## config.mk

```make
export PLATFORM = sky130hd
export DESIGN_NAME = keypad10_debounce
export DESIGN_NICKNAME = d
export VERILOG_FILES = /design/src/rtl/keypad10_debounce_pkg.sv /design/src/rtl/keypad10_debounce_sync_2ff.sv /design/src/rtl/keypad10_debounce.sv
export SDC_FILE = /design/constraint.sdc
export NUM_CORES = 1
export LEC_CHECK = 0
export CAP_MARGIN = 5
export CORE_UTILIZATION = 45
export CTS_BUF_LIST = sky130_fd_sc_hd__clkbuf_4
export DETAILED_ROUTE_END_ITERATION = 10
export PLACE_DENSITY = 0.73
export SLEW_MARGIN = 15
export SYNTH_ARGS = -nofsm -noshare
export SYNTH_HDL_FRONTEND = slang
export SYNTH_SLANG_ARGS = --single-unit
```

## constraint.sdc

```tcl
create_clock -name clk -period 5.7 [get_ports clk]
set_input_delay 1.14 -clock clk [delete_from_list [all_inputs] [get_ports clk]]
set_output_delay 1.14 -clock clk [all_outputs]
set_load 0.05 [all_outputs]
```

## src/rtl/keypad10_debounce_pkg.sv

```systemverilog
// Shared types and helpers for the decimal keypad front end.
package keypad10_pkg;

  localparam int NKEYS = 10;

  typedef enum logic [1:0] {
    IDLE  = 2'd0,
    PRESS = 2'd1,
    HELD  = 2'd2,
    REL   = 2'd3
  } kp_state_t;

  // Number of key lines currently asserted (0..10 fits in 4 bits).
  function automatic logic [3:0] popcount10(input logic [NKEYS-1:0] v);
    logic [3:0] c;
    c = 4'd0;
    for (int i = 0; i < NKEYS; i++) begin
      c = c + {3'b000, v[i]};
    end
    return c;
  endfunction

  // True when exactly one key line is asserted.
  function automatic logic onehot10(input logic [NKEYS-1:0] v);
    return (popcount10(v) == 4'd1);
  endfunction

endpackage

```

## src/rtl/keypad10_debounce_sync_2ff.sv

```systemverilog
// Two-flop synchroniser bringing asynchronous key lines into the clk domain.
module sync_2ff #(
  parameter int WIDTH = 10
) (
  input  logic             clk,
  input  logic             rst_n,
  input  logic [WIDTH-1:0] async_i,
  output logic [WIDTH-1:0] sync_o
);

  logic [WIDTH-1:0] meta_q;
  logic [WIDTH-1:0] sync_q;

  // Shift the raw lines through two stages; the second stage is safe to use.
  always_ff @(posedge clk or negedge rst_n) begin
    if (!rst_n) begin
      meta_q <= '0;
      sync_q <= '0;
    end else begin
      meta_q <= async_i;
      sync_q <= meta_q;
    end
  end

  assign sync_o = sync_q;

endmodule

```

## src/rtl/keypad10_debounce.sv

```systemverilog
// Keypad front end: synchronise, debounce press/release, reject multi-key
// presses, and present a held one-hot word plus a one-cycle accept strobe.
module keypad10_debounce
  import keypad10_pkg::*;
#(
  parameter int DEBOUNCE_CYCLES = 4
) (
  input  logic             clk,
  input  logic             rst_n,
  input  logic [NKEYS-1:0] key_raw,
  output logic [NKEYS-1:0] d,
  output logic             key_valid,
  output logic             key_held,
  output logic             multi_err
);

  localparam int CNT_W = $clog2(DEBOUNCE_CYCLES);
  // Counting stops at this value, so the counter can never wrap.
  localparam logic [CNT_W-1:0] CNT_LAST = CNT_W'(DEBOUNCE_CYCLES - 1);

  logic [NKEYS-1:0] key_s;

  kp_state_t        state_q, state_d;
  logic [NKEYS-1:0] cand_q, cand_d;
  logic [CNT_W-1:0] cnt_q, cnt_d;
  logic [NKEYS-1:0] dout_q, dout_d;
  logic             valid_q, valid_d;
  logic             held_q, held_d;
  logic             multi_q, multi_d;

  sync_2ff #(
    .WIDTH(NKEYS)
  ) u_sync (
    .clk    (clk),
    .rst_n  (rst_n),
    .async_i(key_raw),
    .sync_o (key_s)
  );

  // State, candidate, counter and all outputs are registered together.
  always_ff @(posedge clk or negedge rst_n) begin
    if (!rst_n) begin
      state_q <= IDLE;
      cand_q  <= '0;
      cnt_q   <= '0;
      dout_q  <= '0;
      valid_q <= 1'b0;
      held_q  <= 1'b0;
      multi_q <= 1'b0;
    end else begin
      state_q <= state_d;
      cand_q  <= cand_d;
      cnt_q   <= cnt_d;
      dout_q  <= dout_d;
      valid_q <= valid_d;
      held_q  <= held_d;
      multi_q <= multi_d;
    end
  end

  // Debounce FSM: press needs DEBOUNCE_CYCLES matching samples, release too.
  always_comb begin
    state_d = state_q;
    cand_d  = cand_q;
    cnt_d   = cnt_q;
    dout_d  = dout_q;
    valid_d = 1'b0;
    held_d  = held_q;
    multi_d = (popcount10(key_s) >= 4'd2);

    case (state_q)
      IDLE: begin
        dout_d = '0;
        held_d = 1'b0;
        if (onehot10(key_s)) begin
          cand_d  = key_s;
          cnt_d   = '0;
          state_d = PRESS;
        end
      end
      PRESS: begin
        if (key_s != cand_q) begin
          state_d = IDLE;
        end else if (cnt_q == CNT_LAST) begin
          state_d = HELD;
          dout_d  = cand_q;
          valid_d = 1'b1;
          held_d  = 1'b1;
        end else begin
          cnt_d = cnt_q + 1'b1;
        end
      end
      HELD: begin
        if (key_s != cand_q) begin
          state_d = REL;
          cnt_d   = '0;
        end
      end
      REL: begin
        if (key_s == cand_q) begin
          // Release bounce: the key came back, keep holding without a new strobe.
          state_d = HELD;
        end else if (cnt_q == CNT_LAST) begin
          state_d = IDLE;
          dout_d  = '0;
          held_d  = 1'b0;
        end else begin
          cnt_d = cnt_q + 1'b1;
        end
      end
      default: begin
        state_d = IDLE;
        dout_d  = '0;
        held_d  = 1'b0;
      end
    endcase
  end

  assign d         = dout_q;
  assign key_valid = valid_q;
  assign key_held  = held_q;
  assign multi_err = multi_q;

endmodule

```

==> results of run 1 <==
power by group through the flow:
stage,logic [W],registers (W),clock network [W]
detailed placement,0.000224,0.000440,0
global route,0.000251,0.000440,0.000172
finish,0.000222,0.000432,0.000153
CTS,0.000226,0.000433,0.000158
floorplan,0.000172,0.000430,0
global placement,0.000215,0.000436,0
cell families (layout without fill, tap and decap cells):
group,after synthesis,in the layout
flops,47,47
compound gates,27,27
simple gates,23,23
buf+inv,19,47
mux,11,11
xor+xnor,10,10
fa+ha+maj,9,9
registers in the layout, summed over array words and instances (netlist names), named ones only:
name and flops:
key_held 1, cnt_q 2, d 10, key_valid 1
multi_err 1, cand_q 10, u_sync.meta_q 10, u_sync.sync_o 10
state_q 1
layout by cell type, fill, tap and decap left out, types with 2 or more instances in the layout:
| cell | instances |
|---|---|
| sky130_fd_sc_hd__dfrtp_1 | 47 |
| sky130_fd_sc_hd__clkdlybuf4s50_1 | 23 |
| sky130_fd_sc_hd__inv_1 | 14 |
| sky130_fd_sc_hd__mux2_2 | 11 |
| sky130_fd_sc_hd__xnor2_1 | 10 |
| sky130_fd_sc_hd__a22o_1 | 10 |
| sky130_fd_sc_hd__fa_1 | 6 |
| sky130_fd_sc_hd__o21ai_0 | 5 |
| sky130_fd_sc_hd__nand2_1 | 5 |
| sky130_fd_sc_hd__clkbuf_4 | 5 |
| sky130_fd_sc_hd__a21oi_1 | 4 |
| sky130_fd_sc_hd__nor4_1 | 4 |
| sky130_fd_sc_hd__nand4_1 | 3 |
| sky130_fd_sc_hd__ha_1 | 3 |
| sky130_fd_sc_hd__and2_1 | 2 |
| sky130_fd_sc_hd__or3_1 | 2 |
| sky130_fd_sc_hd__nor3_1 | 2 |
| sky130_fd_sc_hd__and3_1 | 2 |
| sky130_fd_sc_hd__clkinv_2 | 2 |
final cells by class:
class	count	area share, %
repair buffers	25	10.5
clock inverters	3	0.809
flip-flops and latches	47	50.7
multi-input cells	80	31.4
well taps	50	2.70
inverters	14	2.27
clock buffers	5	1.62
metrics by stage:
step	total power, W	utilization, %	std cells	cell area [um^2]	setup WS (ps)
detailed placement	0.000664	55.0	216	2260	1500
finish	0.000808	56.4	224	2320	1490
floorplan	0.000602	-	146	1990	1800
global route	0.000863	56.4	224	2320	1180
CTS	0.000817	56.4	224	2320	1470
global placement	0.000651	55.0	216	2260	1620
critical path: cells and delay by family (launching register included):
family,cells,cell delay [ps]
flops,1,450
buf+inv,3,170
compound gates,2,590
mux,1,400
fa+ha+maj,5,2000
simple gates,1,470
worst paths after layout:
kind	from	end	slack (ps)	cells past startpoint
setup / recovery	u_sync.sync_o[0]$_DFF_PN0_	cand_q[2]$_DFFE_PN0P_	1490	12
hold / removal	u_sync.meta_q[0]$_DFF_PN0_	u_sync.sync_o[0]$_DFF_PN0_	360	0
setup reg to reg	u_sync.sync_o[0]$_DFF_PN0_	cand_q[2]$_DFFE_PN0P_	1490	12
hold reg to reg	u_sync.meta_q[0]$_DFF_PN0_	u_sync.sync_o[0]$_DFF_PN0_	360	0
max in group asynchronous	rst_n	cand_q[4]$_DFFE_PN0P_	4180	1
min in group asynchronous	rst_n	cnt_q[1]$_DFFE_PN0P_	910	1
metal layers:
layer  share of wire (%)  GRT usage [%]
met1                  45           22.9
met2                  49           27.8
met5                   0              0
met3                 4.4           4.67
met4                 1.8           7.55
==> impl_metrics.py, run 1 <==
metrics = {
    "worst_setup_path": {
        "cp_common_cell": "sky130_fd_sc_hd__fa_1",
        "critPathMaxStageDelay_ps": 520,
        "path_max_fanout": 10,
        "crit_type": "reg -> reg",
        "path_cells": "fa_1 -> fa_1 -> inv_1 -> fa_1 -> inv_1 -> ha_1 -> inv_1 -> fa_1 -> a2111oi_2 -> o211ai_1 -> nor3_4 -> mux2_2",
        "worst_setup_path_start_kind": "register",
        "worst-endpoint-required_ps": 5950,
        "critPathArrivalTime_ps": 4460,
        "cp-end-kind": "register",
        "crit_path_top_delay_cell": "sky130_fd_sc_hd__fa_1",
    },
    "power_and_ir_drop": {
        "power_frac_seq_pct": 53.5,
        "cellInternalPower_w": 0.000546,
        "p_sw_w": 0.000261,
        "clkPwrFrac_pct": 19.0,
        "leakage_nw": 1.01,
        "power_per_cell_area_nw_per_um2": 348,
        "irDropWorstVdd_mv": 0.207,
        "power_frac_comb_pct": 27.5,
        "netSwitchingFraction_pct": 32.3,
    },
    "clocking": {
        "worstSkewPairLatency_ps": 360,
        "numCtsBuffers": 5,
        "tritoncts_clock_tree": "built",
        "max-clock-path-buffers": 2,
        "post_cts_resize_count": 0,
        "ctsHoldBuffers": 0,
        "worst_setup_hold_path_clk_slew_ps": 130,
        "ctsRootBufferMaster": "sky130_fd_sc_hd__clkbuf_4",
        "htree_num_levels": 2,
        "post_cts_buffers": 0,
        "number_of_clock_sinks_seen_by_cts": 47,
    },
    "cells_and_area": {
        "drive_gt1_share_pct": 14.4,
        "area_growth_syn_to_layout_pct": 16.8,
        "count_of_antenna_diodes_in_the_layout": 0,
        "finish.net_count": 194,
        "layout.area.seq_um2": 1180,
        "fillCellCount": 336,
        "multi_input_area_um2": 729,
    },
    "floorplanning": {
        "die_area_um2": 4690,
        "ioPinCount": 25,
        "die_x_um": 68.5,
        "std_cell_rows": 23,
        "core-area_um2": 4120,
        "die_h_um": 68.5,
        "initial_core_util_pct": 48.3,
    },
    "drt": {
        "drt-pass1-iter-count": 4,
        "drtIter0Drc": 84,
        "drc_errors": 0,
        "antenna_left": 0,
        "route.detailed.vias_per_inst": 5.40,
        "finalWirelength_mm": 3.41,
        "total_via_count_after_detailed_routing": 1209,
        "routedWlPerCell_um": 15.2,
    },
    "place": {
        "global_placement_routability_congestion": 0.792,
        "port-buffer-count": 24,
        "dp_hpwl_mm": 2.49,
    },
    "synthesis": {
        "synth_sequential_area_ratio_pct": 59.2,
        "synthMuxAreaShare_pct": 6.23,
        "share_of_the_synthesized_area_in_compound_gates_ao_oa_aoi_oai_pct": 11.3,
        "post_synth_inst_count": 146,
        "synthesis.area_per_instance_um2": 13.6,
        "synth_cell_type_count": 30,
        "post_syn_area_um2": 1990,
        "syn_nets": 167,
        "synth_enable_flop_cells": 0,
        "yosysWarnings": 0,
        "post_synth_main_area_contributors": "sky130_fd_sc_hd__dfrtp_1, sky130_fd_sc_hd__mux2_2, sky130_fd_sc_hd__fa_1",
        "synthAdderAreaFrac_pct": 7.93,
        "post_synth_and_or_nand_nor_area_fraction_pct": 6.80,
        "synth_commonest_cells": "sky130_fd_sc_hd__dfrtp_1, sky130_fd_sc_hd__inv_1, sky130_fd_sc_hd__mux2_2",
        "synth-seq-cells": 47,
        "most_frequently_used_flop_master_after_synthesis": "sky130_fd_sc_hd__dfrtp_1",
        "synth_top_cell_area_share_pct": 59.2,
        "synth_top_family_by_area": "compound AO/OA/AOI/OAI gates",
        "yosys.cell_count.top_type": "sky130_fd_sc_hd__dfrtp_1",
        "async_reset_ff_share_pct": 100,
        "synth_top_cell_by_area": "sky130_fd_sc_hd__dfrtp_1",
        "synthXorXnorAreaFrac_pct": 4.41,
    },
    "sta": {
        "timing_hold_violations_final": 0,
        "worst_clock_skew_ps": 3.52,
        "post-route-min-period_ps": 4210,
        "final.setup.tns_ps": 0,
        "finalSetupViolCount": 0,
        "timing.fmax_mhz": 238,
        "slew_violations": 0,
        "worstMarginPinSlew_ps": 971,
        "timing.slew.headroom_pct": 35.3,
        "grt_setup_unrepaired": "no",
        "min_period_over_period_pct": 73.8,
        "hold-worst-slack_ps": 364,
    },
    "job": {
        "max_cap_violations": 0,
    },
    "global_routing": {
        "grt_start_max_net_pins": 48,
        "grt.overflow.total": 0,
        "antenna_violations_before_repair": 0,
        "first_global_vias": 1223,
        "gr_usage_total_pct": 17.7,
        "first_pass_grt_wire_length_mm": 5.78,
    },
    "run_status": {
        "status": "finished, final reports clean",
    },
    "hold_path": {
        "holdCritPathClass": "reg -> reg",
    },
}
(Power assumes the default switching activity.)
==> run 2, diff against run 1 <==
==> constraint.sdc (replaced) <==
create_clock -name clk -period 4.3 [get_ports clk]
set_input_delay 0.86 -clock clk [delete_from_list [all_inputs] [get_ports clk]]
set_output_delay 0.86 -clock clk [all_outputs]
set_load 0.05 [all_outputs]
==> run 2 against run 1 <==
  * Hold slack worse by 7.2 ps
  * Flip-flop and latch count stayed put
  * Combinational power is 40% higher
  * Count of clock-buffer cells in the layout stayed put
  * Cell count is 0.89% higher
  * Setup slack worse by 1200 ps
  * Sequential power is 33% higher
  * Routed wire length is 0.73% higher
  * Clock skew is 8.7 ps higher
  * Critical path depth is 1 higher
  * Non-clock buffer count is 3 higher
  * Critical path type unchanged
  * Highest routed layer unchanged
==> impl_metrics.py, run 2 (synthesized netlist as in run 1, its figures left out) <==
metrics = {
    "run_status": {
        "status": "finished, final reports clean",
    },
    "cells_and_area": {
        "stdcell_count": 226,
        "finish.net_count": 197,
        "fillCellCount": 333,
        "multi_input_area_um2": 729,
        "count_of_antenna_diodes_in_the_layout": 0,
        "layout.cells.most_common": "sky130_fd_sc_hd__dfrtp_1",
        "area_growth_syn_to_layout_pct": 17.6,
        "layout.area.seq_um2": 1180,
        "final_core_occ_pct": 56.8,
        "drive_gt1_share_pct": 14.8,
        "mostFrequentLayoutCells": "sky130_fd_sc_hd__dfrtp_1, sky130_fd_sc_hd__clkdlybuf4s50_1, sky130_fd_sc_hd__inv_1, sky130_fd_sc_hd__mux2_2",
    },
    "global_routing": {
        "gr_usage_total_pct": 17.4,
        "first_global_vias": 1227,
        "grt_start_max_net_pins": 48,
        "grt.overflow.total": 0,
        "antenna_violations_before_repair": 0,
        "first_pass_grt_wire_length_mm": 5.60,
    },
    "sta": {
        "final.setup.tns_ps": 0,
        "worst_clock_skew_ps": 12.2,
        "min_period_over_period_pct": 93.6,
        "finalSetupViolCount": 0,
        "post-route-min-period_ps": 4020,
        "timing.slew.headroom_pct": 35.0,
        "finalWorstSetupSlack_ps": 277,
        "timing_hold_violations_final": 0,
        "worstMarginPinSlew_ps": 975,
        "slew_violations": 0,
        "timing.fmax_mhz": 249,
        "grt_setup_unrepaired": "no",
    },
    "floorplanning": {
        "die_h_um": 68.5,
        "die_x_um": 68.5,
        "die_area_um2": 4690,
        "ioPinCount": 25,
        "initial_core_util_pct": 48.3,
        "core-area_um2": 4120,
        "std_cell_rows": 23,
    },
    "power_and_ir_drop": {
        "irDropWorstVdd_mv": 0.194,
        "clkPwrFrac_pct": 18.0,
        "power_per_cell_area_nw_per_um2": 462,
        "leakage_nw": 1.01,
        "cellInternalPower_w": 0.000734,
        "p_sw_w": 0.000345,
        "netSwitchingFraction_pct": 32.0,
        "power_frac_seq_pct": 53.3,
        "power_frac_comb_pct": 28.8,
    },
    "worst_setup_path": {
        "path_max_fanout": 10,
        "worst_setup_path_endpoint": "cand_q[8]$_DFFE_PN0P_",
        "critPathArrivalTime_ps": 4270,
        "reg2reg_end": "cand_q[8]$_DFFE_PN0P_",
        "worst_setup_path_startpoint": "u_sync.sync_o[0]$_DFF_PN0_",
        "rrSetupSlack_ps": 280,
        "worst-endpoint-required_ps": 4550,
        "reg2reg_depth": 13,
        "worst_setup_path_start_kind": "register",
        "worst_r2r_startpoint": "u_sync.sync_o[0]$_DFF_PN0_",
        "crit_type": "reg -> reg",
        "cp-end-kind": "register",
    },
    "clocking": {
        "worstSkewPairLatency_ps": 360,
        "numCtsBuffers": 5,
        "number_of_clock_sinks_seen_by_cts": 47,
        "post_cts_buffers": 0,
        "post_cts_resize_count": 0,
        "tritoncts_clock_tree": "built",
        "worst_setup_hold_path_clk_slew_ps": 130,
        "ctsRootBufferMaster": "sky130_fd_sc_hd__clkbuf_4",
        "ctsHoldBuffers": 0,
        "htree_num_levels": 2,
        "max-clock-path-buffers": 2,
    },
    "drt": {
        "drt-pass1-iter-count": 4,
        "route.detailed.vias_per_inst": 5.53,
        "total_via_count_after_detailed_routing": 1250,
        "drc_errors": 0,
        "routedWlPerCell_um": 15.2,
        "antenna_left": 0,
        "finalWirelength_mm": 3.43,
        "drtIter0Drc": 99,
    },
    "hold_path": {
        "holdCritPathClass": "reg -> reg",
    },
    "place": {
        "post-place-cells": 217,
        "dp_hpwl_mm": 2.50,
        "port-buffer-count": 24,
        "detailedPlace.worstSlack_ps": 223,
        "global_placement_routability_congestion": 0.778,
    },
    "job": {
        "max_cap_violations": 0,
    },
}
run 2: cell types whose count changed in the layout (fill, tap and decap cells not counted), sizes merged:
| cell | delta |
|---|---|
| buf | +3 |
| clkinv | -1 |
run 2: cell type report:
type	instances	area share (%)
clock buffers	5	1.61
repair buffers	28	11.4
inverters	14	2.25
flip-flops and latches	47	50.3
clock inverters	2	0.536
well taps	50	2.68
multi-input cells	80	31.2
run 2: metrics by stage:
stage | hold slack, ps | total power (W) | instance area (um^2)
2_1_floorplan | 331 | 0.000798 | 1990
3_3_place_gp | 332 | 0.000868 | 2270
3_5_place_dp | 335 | 0.000885 | 2270
4_1_cts | 361 | 0.00108 | 2320
5_1_grt | 371 | 0.00115 | 2340
6_report | 357 | 0.00108 | 2340
run 2: critical path, stage by stage, from the launching register on:
cell and delay (ps):
sky130_fd_sc_hd__dfrtp_1 450, sky130_fd_sc_hd__fa_1 530, sky130_fd_sc_hd__fa_1 520, sky130_fd_sc_hd__inv_1 50, sky130_fd_sc_hd__fa_1 430, sky130_fd_sc_hd__inv_1 70
sky130_fd_sc_hd__ha_1 170, sky130_fd_sc_hd__inv_1 60, sky130_fd_sc_hd__fa_1 380, sky130_fd_sc_hd__a2111oi_2 320, sky130_fd_sc_hd__o211ai_1 220, sky130_fd_sc_hd__nor3_4 150
sky130_fd_sc_hd__buf_4 210, sky130_fd_sc_hd__mux2_2 350
run 2: metal layers:
metal / wire (um) / GRT usage [%] / part of all wire [%] / vias up
met2: 1810 / 28.7 / 53 / 30
met5: 0 / 0 / 0 / -
met1: 1430 / 20.6 / 42 / 639
li1: - / - / - / 572
met4: 76 / 8.33 / 2.2 / 0
met3: 117 / 5.33 / 3.4 / 9
run 2: power by group through the flow:
stage                     combinational [W]  sequential, W  clock, W
after floorplan                    0.000228       0.000569         0
final                              0.000310       0.000575  0.000194
after global placement             0.000290       0.000578         0
after detailed placement           0.000301       0.000583         0
after CTS                          0.000304       0.000575  0.000205
after global routing               0.000341       0.000583  0.000224
run 2: worst min-delay path by stage:
stage,depth (start not counted),from,slack [ps],end
finish,0,u_sync.meta_q[7]$_DFF_PN0_,360,u_sync.sync_o[7]$_DFF_PN0_
global route,0,u_sync.meta_q[6]$_DFF_PN0_,370,u_sync.sync_o[6]$_DFF_PN0_
CTS,0,u_sync.meta_q[4]$_DFF_PN0_,360,u_sync.sync_o[4]$_DFF_PN0_
detailed placement,0,u_sync.meta_q[6]$_DFF_PN0_,330,u_sync.sync_o[6]$_DFF_PN0_
global placement,0,u_sync.meta_q[9]$_DFF_PN0_,330,u_sync.sync_o[9]$_DFF_PN0_
floorplan,0,u_sync.meta_q[0]$_DFF_PN0_,330,u_sync.sync_o[0]$_DFF_PN0_
